**src/rtl/uart_rx_fifo.sv**
```systemverilog
`default_nettype none
// ============================================================================
// Module   : uart_rx_fifo
// Purpose  : UART receiver with a 16x NCO oversampler, 2-of-3 majority bit
//            voting, optional parity, 1-2 stop bits and a show-ahead receive
//            FIFO. Errors are reported as single-cycle pulses.
// Ports    : clk          - system clock, rising edge
//            rst          - synchronous reset, active low
//            uart_rx      - asynchronous serial line, idle high
//            rdata        - FIFO head data (0 when empty)
//            rdata_vld    - FIFO not empty
//            rdata_rdy    - consumer accept; pop on vld && rdy
//            fifo_count   - FIFO occupancy
//            err_parity   - parity error pulse (frame discarded)
//            err_frame    - stop-bit error pulse (frame discarded)
//            err_overrun  - clean frame dropped because FIFO full
//            err_break    - break detected (only with UART_RX_BREAK_DET_EN)
//            uart_err     - OR of the four error pulses
// Config   : define UART_RX_BREAK_DET_EN to enable break detection and the
//            BREAK_WAIT state; otherwise an all-zero frame is a frame error.
// Revision : 1.0 - initial release
// ============================================================================
module uart_rx_fifo #(
  parameter real CLK_FREQ   = 100e6,
  parameter real BAUD_RATE  = 115200,
  parameter int  NCO_WIDTH  = 16,
  parameter int  DATA_BITS  = 8,
  parameter int  PARITY     = 1,
  parameter int  STOP_BITS  = 1,
  parameter int  FIFO_DEPTH = 4
) (
  input  logic                            clk,
  input  logic                            rst,
  input  logic                            uart_rx,
  output logic [DATA_BITS-1:0]            rdata,
  output logic                            rdata_vld,
  input  logic                            rdata_rdy,
  output logic [$clog2(FIFO_DEPTH+1)-1:0] fifo_count,
  output logic                            err_parity,
  output logic                            err_frame,
  output logic                            err_overrun,
  output logic                            err_break,
  output logic                            uart_err
);

  localparam int c_ptr_w = $clog2(FIFO_DEPTH);
  localparam int c_cnt_w = $clog2(FIFO_DEPTH + 1);
  localparam logic [NCO_WIDTH-1:0] c_inc =
    NCO_WIDTH'($rtoi(16.0 * BAUD_RATE * (2.0 ** NCO_WIDTH) / CLK_FREQ + 0.5));
  localparam logic [2:0] c_last_bit  = 3'(DATA_BITS - 1);
  localparam logic       c_last_stop = 1'(STOP_BITS - 1);
  localparam logic       c_odd       = (PARITY == 2);

  typedef enum logic [2:0] {
    ST_IDLE   = 3'd0,
    ST_START  = 3'd1,
    ST_DATA   = 3'd2,
    ST_PARITY = 3'd3,
    ST_STOP   = 3'd4
`ifdef UART_RX_BREAK_DET_EN
    , ST_BREAK_WAIT = 3'd5
`endif
  } state_t;

  state_t r_state, state_nxt;

  // Synchronizer plus one extra stage for falling-edge detection.
  logic r_sync1, r_sync2, r_sync_d;

  logic [NCO_WIDTH-1:0] r_acc;
  logic [NCO_WIDTH:0]   w_acc_sum;
  logic                 w_tick;
  logic [3:0]           r_tick_cnt;

  logic                 r_s7, r_s8;
  logic                 w_vote, w_vote_pt, w_start_edge;

  logic [DATA_BITS-1:0] r_shift;
  logic [2:0]           r_bit_idx;
  logic                 r_stop_idx;
  logic                 r_par_err;
  logic                 r_frame_err;
  logic                 w_stop_bad;
`ifdef UART_RX_BREAK_DET_EN
  logic                 r_par_zero;
`endif

  logic w_push_req, w_err_par, w_err_frm, w_err_brk;

  // FIFO
  logic [DATA_BITS-1:0] r_mem [FIFO_DEPTH];
  logic [c_ptr_w-1:0]   r_wr_ptr, r_rd_ptr;
  logic [c_cnt_w-1:0]   r_count;
  logic                 w_vld, w_full, w_pop, w_wr, w_ovr;

  assign w_acc_sum    = {1'b0, r_acc} + {1'b0, c_inc};
  assign w_tick       = w_acc_sum[NCO_WIDTH];
  assign w_start_edge = (r_state == ST_IDLE) && r_sync_d && !r_sync2;
  // Ticks 7 and 8 are registered; tick 9 is the live sample at the vote point.
  assign w_vote_pt    = w_tick && (r_tick_cnt == 4'd9);
  assign w_vote       = (r_s7 & r_s8) | (r_s7 & r_sync2) | (r_s8 & r_sync2);
  assign w_stop_bad   = r_frame_err | ~w_vote;

  // --------------------------------------------------------------------------
  // State register
  // --------------------------------------------------------------------------
  always_ff @(posedge clk) begin
    if (!rst) r_state <= ST_IDLE;
    else      r_state <= state_nxt;
  end

  // --------------------------------------------------------------------------
  // Next state and decision strobes. All state changes except IDLE->START
  // happen at a vote point; the tick counter free-runs mod 16 so the next
  // vote point is exactly one bit later. Strobes are forced low in reset so
  // no pulse escapes while the registers are being cleared.
  // --------------------------------------------------------------------------
  always_comb begin
    state_nxt  = r_state;
    w_push_req = 1'b0;
    w_err_par  = 1'b0;
    w_err_frm  = 1'b0;
    w_err_brk  = 1'b0;
    if (rst) begin
      case (r_state)
        ST_IDLE: if (w_start_edge) state_nxt = ST_START;
        ST_START: if (w_vote_pt) state_nxt = w_vote ? ST_IDLE : ST_DATA;
        ST_DATA: if (w_vote_pt && (r_bit_idx == c_last_bit))
          state_nxt = (PARITY == 0) ? ST_STOP : ST_PARITY;
        ST_PARITY: if (w_vote_pt) state_nxt = ST_STOP;
        ST_STOP: if (w_vote_pt) begin
`ifdef UART_RX_BREAK_DET_EN
          if (!r_stop_idx && !w_vote && r_par_zero && (r_shift == '0)) begin
            w_err_brk = 1'b1;
            state_nxt = ST_BREAK_WAIT;
          end else
`endif
          if (r_stop_idx == c_last_stop) begin
            state_nxt = ST_IDLE;
            if (w_stop_bad || r_par_err) begin
              w_err_par = r_par_err;
              w_err_frm = w_stop_bad;
            end else begin
              w_push_req = 1'b1;
            end
          end
        end
`ifdef UART_RX_BREAK_DET_EN
        ST_BREAK_WAIT: if (r_sync2) state_nxt = ST_IDLE;
`endif
        default: state_nxt = ST_IDLE;
      endcase
    end
  end

  // --------------------------------------------------------------------------
  // Synchronizer, oversampler and frame datapath
  // --------------------------------------------------------------------------
  always_ff @(posedge clk) begin
    if (!rst) begin
      r_sync1     <= 1'b1;
      r_sync2     <= 1'b1;
      r_sync_d    <= 1'b1;
      r_acc       <= '0;
      r_tick_cnt  <= '0;
      r_s7        <= 1'b1;
      r_s8        <= 1'b1;
      r_shift     <= '0;
      r_bit_idx   <= '0;
      r_stop_idx  <= 1'b0;
      r_par_err   <= 1'b0;
      r_frame_err <= 1'b0;
`ifdef UART_RX_BREAK_DET_EN
      r_par_zero  <= 1'b1;
`endif
    end else begin
      r_sync1  <= uart_rx;
      r_sync2  <= r_sync1;
      r_sync_d <= r_sync2;

      if (w_start_edge) begin
        // Re-phase the oversampler to the start edge.
        r_acc       <= '0;
        r_tick_cnt  <= '0;
        r_bit_idx   <= '0;
        r_stop_idx  <= 1'b0;
        r_par_err   <= 1'b0;
        r_frame_err <= 1'b0;
`ifdef UART_RX_BREAK_DET_EN
        r_par_zero  <= 1'b1;
`endif
      end else begin
        r_acc <= w_acc_sum[NCO_WIDTH-1:0];
        if (w_tick) r_tick_cnt <= r_tick_cnt + 4'd1;
      end

      if (w_tick && (r_tick_cnt == 4'd7)) r_s7 <= r_sync2;
      if (w_tick && (r_tick_cnt == 4'd8)) r_s8 <= r_sync2;

      if (w_vote_pt) begin
        case (r_state)
          ST_DATA: begin
            r_shift   <= {w_vote, r_shift[DATA_BITS-1:1]};
            r_bit_idx <= r_bit_idx + 3'd1;
          end
          ST_PARITY: begin
            r_par_err  <= w_vote ^ (^r_shift) ^ c_odd;
`ifdef UART_RX_BREAK_DET_EN
            r_par_zero <= ~w_vote;
`endif
          end
          ST_STOP: begin
            if (!w_vote) r_frame_err <= 1'b1;
            r_stop_idx <= ~r_stop_idx;
          end
          default: ;
        endcase
      end
    end
  end

  // --------------------------------------------------------------------------
  // Show-ahead FIFO. A pop requires vld, so push+pop on an empty FIFO is
  // naturally a plain push.
  // --------------------------------------------------------------------------
  assign w_vld  = (r_count != '0);
  assign w_full = (r_count == c_cnt_w'(FIFO_DEPTH));
  assign w_pop  = w_vld && rdata_rdy;
  assign w_wr   = w_push_req && (!w_full || w_pop);
  assign w_ovr  = w_push_req && w_full && !w_pop;

  always_ff @(posedge clk) begin
    if (w_wr) r_mem[r_wr_ptr] <= r_shift;
  end

  always_ff @(posedge clk) begin
    if (!rst) begin
      r_wr_ptr <= '0;
      r_rd_ptr <= '0;
      r_count  <= '0;
    end else begin
      if (w_wr)  r_wr_ptr <= r_wr_ptr + c_ptr_w'(1);
      if (w_pop) r_rd_ptr <= r_rd_ptr + c_ptr_w'(1);
      case ({w_wr, w_pop})
        2'b10:   r_count <= r_count + c_cnt_w'(1);
        2'b01:   r_count <= r_count - c_cnt_w'(1);
        default: r_count <= r_count;
      endcase
    end
  end

  assign rdata       = w_vld ? r_mem[r_rd_ptr] : '0;
  assign rdata_vld   = w_vld;
  assign fifo_count  = r_count;
  assign err_parity  = w_err_par;
  assign err_frame   = w_err_frm;
  assign err_overrun = w_ovr;
  assign err_break   = w_err_brk;
  assign uart_err    = w_err_par | w_err_frm | w_ovr | w_err_brk;

endmodule
`default_nettype wire
```
**config.mk**
```make
export PLATFORM = sky130hd
export DESIGN_NAME = uart_rx_fifo
export DESIGN_NICKNAME = d
export VERILOG_FILES = /design/src/rtl/uart_rx_fifo.sv
export SDC_FILE = /design/constraint.sdc
export NUM_CORES = 1
export LEC_CHECK = 0
export CAP_MARGIN = 15
export CORE_ASPECT_RATIO = 0.75
export CORE_UTILIZATION = 53
export DETAILED_ROUTE_END_ITERATION = 6
export PLACE_DENSITY_LB_ADDON = 0.2
export SYNTH_ARGS = -nofsm -noshare
export SYNTH_HDL_FRONTEND = slang
export SYNTH_SLANG_ARGS = --single-unit
export TNS_END_PERCENT = 100
```
**constraint.sdc**
```tcl
create_clock -name clk -period 2.1 [get_ports clk]
set_input_delay 0.315 -clock clk [delete_from_list [all_inputs] [get_ports clk]]
set_output_delay 0.315 -clock clk [all_outputs]
set_load 0.02 [all_outputs]
```
Word level (Yosys, flattened, before mapping)
Memory sizes are Yosys's and may differ from the RTL's. A register that Yosys moved wholly into a read port is not among the register bits.
Index checks and enable logic that the tools add are counted.
{"block": "totals", "out_inout_bits": 17, "ram_bits": 32, "input_bits": 4, "register_bits": 49, "word_cells": 117, "mem_count": 1}
{"block": "classes", "mux": 42, "eq_ne": 17, "bitwise": 12, "reduce_logical": 22, "addsub": 7}
{"name": "r_mem", "words": 4, "width": 8, "rd": 1, "rd_clocked_by_memory_dff": 1, "write_ports": 1, "line": "91", "rtl": "logic [DATA_BITS-1:0] r_mem [FIFO_DEPTH];"}
{"operator": "two-way mux 1 bit", "count": 27}
{"operator": "two-way mux 3 bit", "count": 9}
{"operator": "adder 16 x 11 -> 17 bit (second input constant)", "count": 1}
{"operator": "case mux 3 bit (5 select lines)", "count": 1}
{"operator": "inequality test 2 bit (second input constant)", "count": 6}
{"operator": "logical AND 1 bit", "count": 10}
{"operator": "== test 3 bit (second input constant)", "count": 3}
{"operator": "== test 4 bit (second input constant)", "count": 2}
{"operator": "two-way mux 8 bit", "count": 1}
{"operator": "parity 8 bit", "count": 1}
{"operator": "adder 3 x 1 -> 3 bit (second input constant)", "count": 2}
{"operator": "== test 3 x 2 -> 1 bit (second input constant)", "count": 2}
{"operator": "two-way mux 2 bit", "count": 3}
{"operator": "case mux 3 bit (2 select lines)", "count": 1}
{"operator": "AND reduction 6 bit", "count": 1}
{"operator": "OR 1 bit", "count": 5}
{"operator": "adder 2 x 1 -> 2 bit (second input constant)", "count": 2}
{"operator": "adder 4 x 1 -> 4 bit (second input constant)", "count": 1}
{"operator": "== test 4 x 3 -> 1 bit (second input constant)", "count": 1}
{"operator": "AND 1 bit", "count": 3}
{"operator": "== test 3 x 1 -> 1 bit (second input constant)", "count": 1}
{"operator": "zero test 1 bit", "count": 3}
{"operator": "zero test 3 bit", "count": 1}
{"operator": "NOT 1 bit", "count": 3}
{"operator": "9 further kinds", "count": 10}

Longest topological paths before layout
{"block": "depth", "depth_word": 14, "mapped_depth": 12}

Worst setup path before layout
Ideal clock, no wire load.
{"block": "synth_path", "path_type": "register -> register", "startpoint": "register r_tick_cnt[1]", "endpoint": "register r_count[2], in the netlist fifo_count[2]", "path_buffers": 1, "required_time_ps": 2028, "arrival_ps": 2275, "synth_period_minus_slack_ps": 2347, "path_stages_with_launch": 13, "path_slack_ps": -247, "cell_sequence": "dfxtp_1 inv_1 ha_1 and4b_1 nand4_2 or3_1 buf_4 and2_1 fa_1 nand2_1 nor4_1 a21oi_1 mux2i_1"}
{"block": "synth_via", "elab_chain_len": 8, "word_cells_on_any_way": 10, "cone_classes": "eq/ne: 3; mux: 4; reduce/logical: 3"}
{"element": "start: declaration", "line": "73", "rtl": "logic [3:0] r_tick_cnt;"}
{"element": "start signal: assignment", "line": "194", "rtl": "if (w_tick) r_tick_cnt <= r_tick_cnt + 4'd1;"}
{"element": "== test 4 bit *", "line": "100", "rtl": "assign w_vote_pt = w_tick && (r_tick_cnt == 4'd9);"}
{"element": "logical AND 1 bit *", "line": "100"}
{"element": "two-way mux 1 bit *", "line": "131", "rtl": "ST_STOP: if (w_vote_pt) begin"}
{"element": "two-way mux 1 bit *", "line": "125", "rtl": "case (r_state)"}
{"element": "two-way mux 1 bit *", "line": "124", "rtl": "if (rst) begin"}
{"element": "logical AND 1 bit *", "line": "229", "rtl": "assign w_wr = w_push_req && (!w_full || w_pop);"}
{"element": "== test 2 x 1 -> 1 bit / == test 2 bit (equally long branches)", "line": "244", "rtl": "case ({w_wr, w_pop})"}
{"element": "case mux 3 bit (2 select lines) / nonzero test 2 bit (equally long branches)"}
{"element": "end signal: assignment", "line": "245", "rtl": "2'b10: r_count <= r_count + c_cnt_w'(1);"}
{"element": "end signal: assignment", "line": "246", "rtl": "2'b01: r_count <= r_count - c_cnt_w'(1);"}
{"element": "end signal: assignment", "line": "247", "rtl": "default: r_count <= r_count;"}
{"element": "end: declaration", "line": "93", "rtl": "logic [c_cnt_w-1:0] r_count;"}
Every way passes the cells marked *; elsewhere a longest branch is shown, timed or not.
A chain may end at the register's enable or synchronous reset.

Worst setup path after layout
{"block": "layout_path", "startpoint": "register r_tick_cnt[1]", "endpoint": "output err_overrun"}
{"block": "layout_via", "elab_chain_len": 7}
{"element": "== test 4 bit", "line": "100"}
{"element": "logical AND 1 bit", "line": "100"}
{"element": "two-way mux 1 bit", "line": "131"}
{"element": "two-way mux 1 bit", "line": "125"}
{"element": "two-way mux 1 bit", "line": "124"}
{"element": "logical AND 1 bit (2 in a row)", "line": "230", "rtl": "assign w_ovr = w_push_req && w_full && !w_pop;"}
{"element": "end: declaration", "line": "41", "rtl": "output logic err_overrun,"}
Every way passes these cells.

==> reports/metrics.csv <==
metric,value,unit
"commonest non-fill, non-tap cell in the layout",dfxtp_1,
Inserted Clock Buffers,9,
f_max,0.453,GHz
mapped cell area,3570,µm²
"Net count, final",385,
"EDFF count, synth",32,
DRC violations left,0,
CP startpoint,r_tick_cnt[1]$_SDFFE_PP0P_,
outcome,finished with violations,
Slew @ Worst Pin,549,ps
clk buf depth,2,
critical path class,reg -> out,
DRT iter0 DRCs,84,
Max Cap Violations,0,
number of clock sinks,80,
Stages on worst setup path,8,
die extent in y,73.1,µm
Max Slew Vio Count,0,
syn_area_per_cell,11.6,µm²
Max VDD drop,0.000456,V
First-pass DRT Iterations,5,
CP max-delay cell,or3_4,
largest net degree at the start of global routing,40,
routed vias/inst,5.40,
first-pass GRT wire length,11600,µm
RSZ-0062 raised after global routing,true,
final design utilization,68.6,%
R2R Setup Slk,-100,ps
cell-by-cell listing of the critical path,inv_2 > ha_4 > and4b_1 > nand4_2 > or3_4 > buf_4 > nor2_4 > buf_6,
I/O pin count,21,
fin crit period,2210,ps
Ys Warns,0,
vias in the first global route,2361,
remaining antenna violation count,0,
CTS Hold Bufs,0,
Synth async-reset ratio,0,%
Tcrit/Tclk final,105,%
Crit path max-delay family,simple AND/OR/NAND/NOR gates,
Worst Setup Start Kind,flip-flop,
Cell Rows,25,
global route overflow,0,
synthesized flop and latch total,80,
via count,2464,
worst-case reg-to-reg path depth,11,
initial antenna violation count,0,
Sequential Area,1930,µm²
"commonest cells after routing, fill and taps aside","dfxtp_1, buf_4, edfxtp_1",
post-synth net total,323,
Worst-Skew Late Latency,350,ps
Initial Util,55.6,%
CP required,1780,ps
die width,96.7,µm
Slew Limit Headroom,63.2,%
drt wl/cell,15.4,µm
worst setup margin,-105,ps
clock-pin transition on the worst setup and hold timing paths,80,ps
Placer Congestion,0.783,
Crit Path Max Fanout,2,
final WL,7030,µm
Reg-to-Reg End,fifo_count[2]$_SDFFE_PN0P_,
Hold WS,423,ps
worst path buffer plus inverter count,3,
die footprint,7070,µm²
"Primary FF master, synth",dfxtp_1,
violated checks,setup timing,
"Arr. time, crit path",1890,ps
Critical Path Max Stage Delay,350,ps
Final Setup Violations,3,
pwr dens,887,nW/µm²
HP Class,reg -> reg,
footprint of the multi-input gates,1600,µm²
start of the worst register-to-register path,r_tick_cnt[1]$_SDFFE_PP0P_,
ant diodes,0,
port bufs,19,
Leak,1.89,nW
DP Wirelength,4870,µm
CTS tree,yes,
CP Capture Type,output pin,
CTS H-Tree Depth,3,
fill cell count,458,
root buffer cell,clkbuf_8,
Fin. Hold Viols,0,
Synth Instances,308,
Layout Area Growth over Synthesis,23.4,%
critical path endpoint,err_overrun,
GR Util All Layers,21.6,%
register area share after synthesis,53.9,%
layout cell share with drive strength beyond 1,28.5,%
maximum clock skew at final layout,11.4,ps
Core ar.,6410,µm²
post-synth cell types,50,
==> what timing repair did <==
item | in CTS | in global routing
pin swaps | 3 | 1
endpoints found under the setup margin | 15 | 47
resized for setup | 44 | 23
buffers inserted | 0 | 2
==> sequential cells by signal (all words and copies together), names as in the netlist, 2 cells and up, named ones only <==
signal      flops
fifo_count      3
r_acc          13
r_bit_idx       3
r_mem          32
r_rd_ptr        2
r_shift         8
r_state         3
r_tick_cnt      4
r_wr_ptr        2
==> worst register-to-register path, stage by stage (launching register included) <==
cell and delay [ps]:
dfxtp_2 330, inv_2 60, ha_4 120, and4b_1 200, nand4_2 110, or3_4 350
and2_4 170, fa_2 340, nand2_2 60, nor4_1 40, a21oi_1 150, mux2i_1 200
==> area by class of cell <==
cell class / instances / share of cell area (%)
flip-flops and latches: 80 / 43.8
multi-input cells: 205 / 36.4
repair buffers: 62 / 11.3
clock buffers: 9 / 2.81
clock inverters: 7 / 2.33
well taps: 81 / 2.30
inverters: 12 / 1.02
==> power by group <==
part / total (mW) / leakage [nW] / internal (mW) / switching (mW)
Combinational: 0.899 / 1.01 / 0.437 / 0.462
Sequential: 1.74 / 0.765 / 1.68 / 0.0585
Clock: 1.26 / 0.110 / 0.681 / 0.582
Total: 3.90 / 1.89 / 2.80 / 1.10
==> logic make-up (layout without fill, tap and decap cells) <==
logic type	after synthesis	in the layout	synth area share, %
AOI/OAI and AO/OA	28	28	5.16
xor gates and xnor gates	19	19	5.05
adders and majority gates	12	12	4.35
buffers and inverters	23	90	2.84
DFF	80	80	53.9
muxes	26	26	10.1
other	1	1	0.105
and+or+nand+nor	119	119	18.5
==> worst min-delay path by stage <==
| stage | start | end | slack (ps) | cells past startpoint |
|---|---|---|---|---|
| floorplan | r_sync1$_SDFF_PN1_ | r_sync2$_SDFF_PN1_ | 390 | 1 |
| global placement | r_sync1$_SDFF_PN1_ | r_sync2$_SDFF_PN1_ | 390 | 1 |
| detailed placement | r_sync1$_SDFF_PN1_ | r_sync2$_SDFF_PN1_ | 400 | 1 |
| CTS | r_sync1$_SDFF_PN1_ | r_sync2$_SDFF_PN1_ | 420 | 1 |
| global route | r_sync1$_SDFF_PN1_ | r_sync2$_SDFF_PN1_ | 470 | 1 |
| finish | r_sync1$_SDFF_PN1_ | r_sync2$_SDFF_PN1_ | 420 | 1 |
==> cells in the mapped netlist (2+ instances only) <==
cell type	number	area, µm²
dfxtp_1	48	961
edfxtp_1	32	961
nand2_1	27	101
nor2_1	19	71.3
mux2i_1	18	180
nor2b_1	15	93.8
a21oi_1	12	60.1
inv_1	12	45.0
and2_1	11	68.8
ha_1	10	125
nand2b_1	10	62.6
nand3_1	10	50.1
xnor2_1	10	87.6
clkbuf_1	8	30.0
mux4_2	8	180
xor2_1	8	70.1
nand4_1	6	37.5
or3_1	5	31.3
o21ai_0	3	15.0
a21o_1	2	15.0
a31oi_1	2	12.5
buf_4	2	15.0
nor3_1	2	10.0
nor3b_1	2	15.0
==> routing by layer <==
| metal | part of all wire, % | GRT usage (%) | wire length (µm) |
|---|---|---|---|
| met1 | 48 | 29.0 | 3390 |
| met2 | 47 | 34.4 | 3270 |
| met3 | 4.4 | 6.90 | 310 |
| met4 | 0.87 | 4.98 | 61 |
| met5 | 0 | 0 | 0 |
==> through the flow <==
| step | TNS, ps | std cells | worst slack, ps | cell area (µm²) | power [mW] |
|---|---|---|---|---|---|
| global placement | -9440 | 438 | -517 | 4160 | 2.64 |
| detailed placement | -10430 | 438 | -532 | 4160 | 2.66 |
| floorplan | -214 | 308 | -139 | 3590 | 2.26 |
| finish | -213 | 456 | -105 | 4400 | 3.90 |
| global route | -584 | 456 | -206 | 4400 | 4.09 |
| CTS | -165 | 454 | -113 | 4380 | 3.91 |
Note: power is estimated with default switching activity, not from simulation.
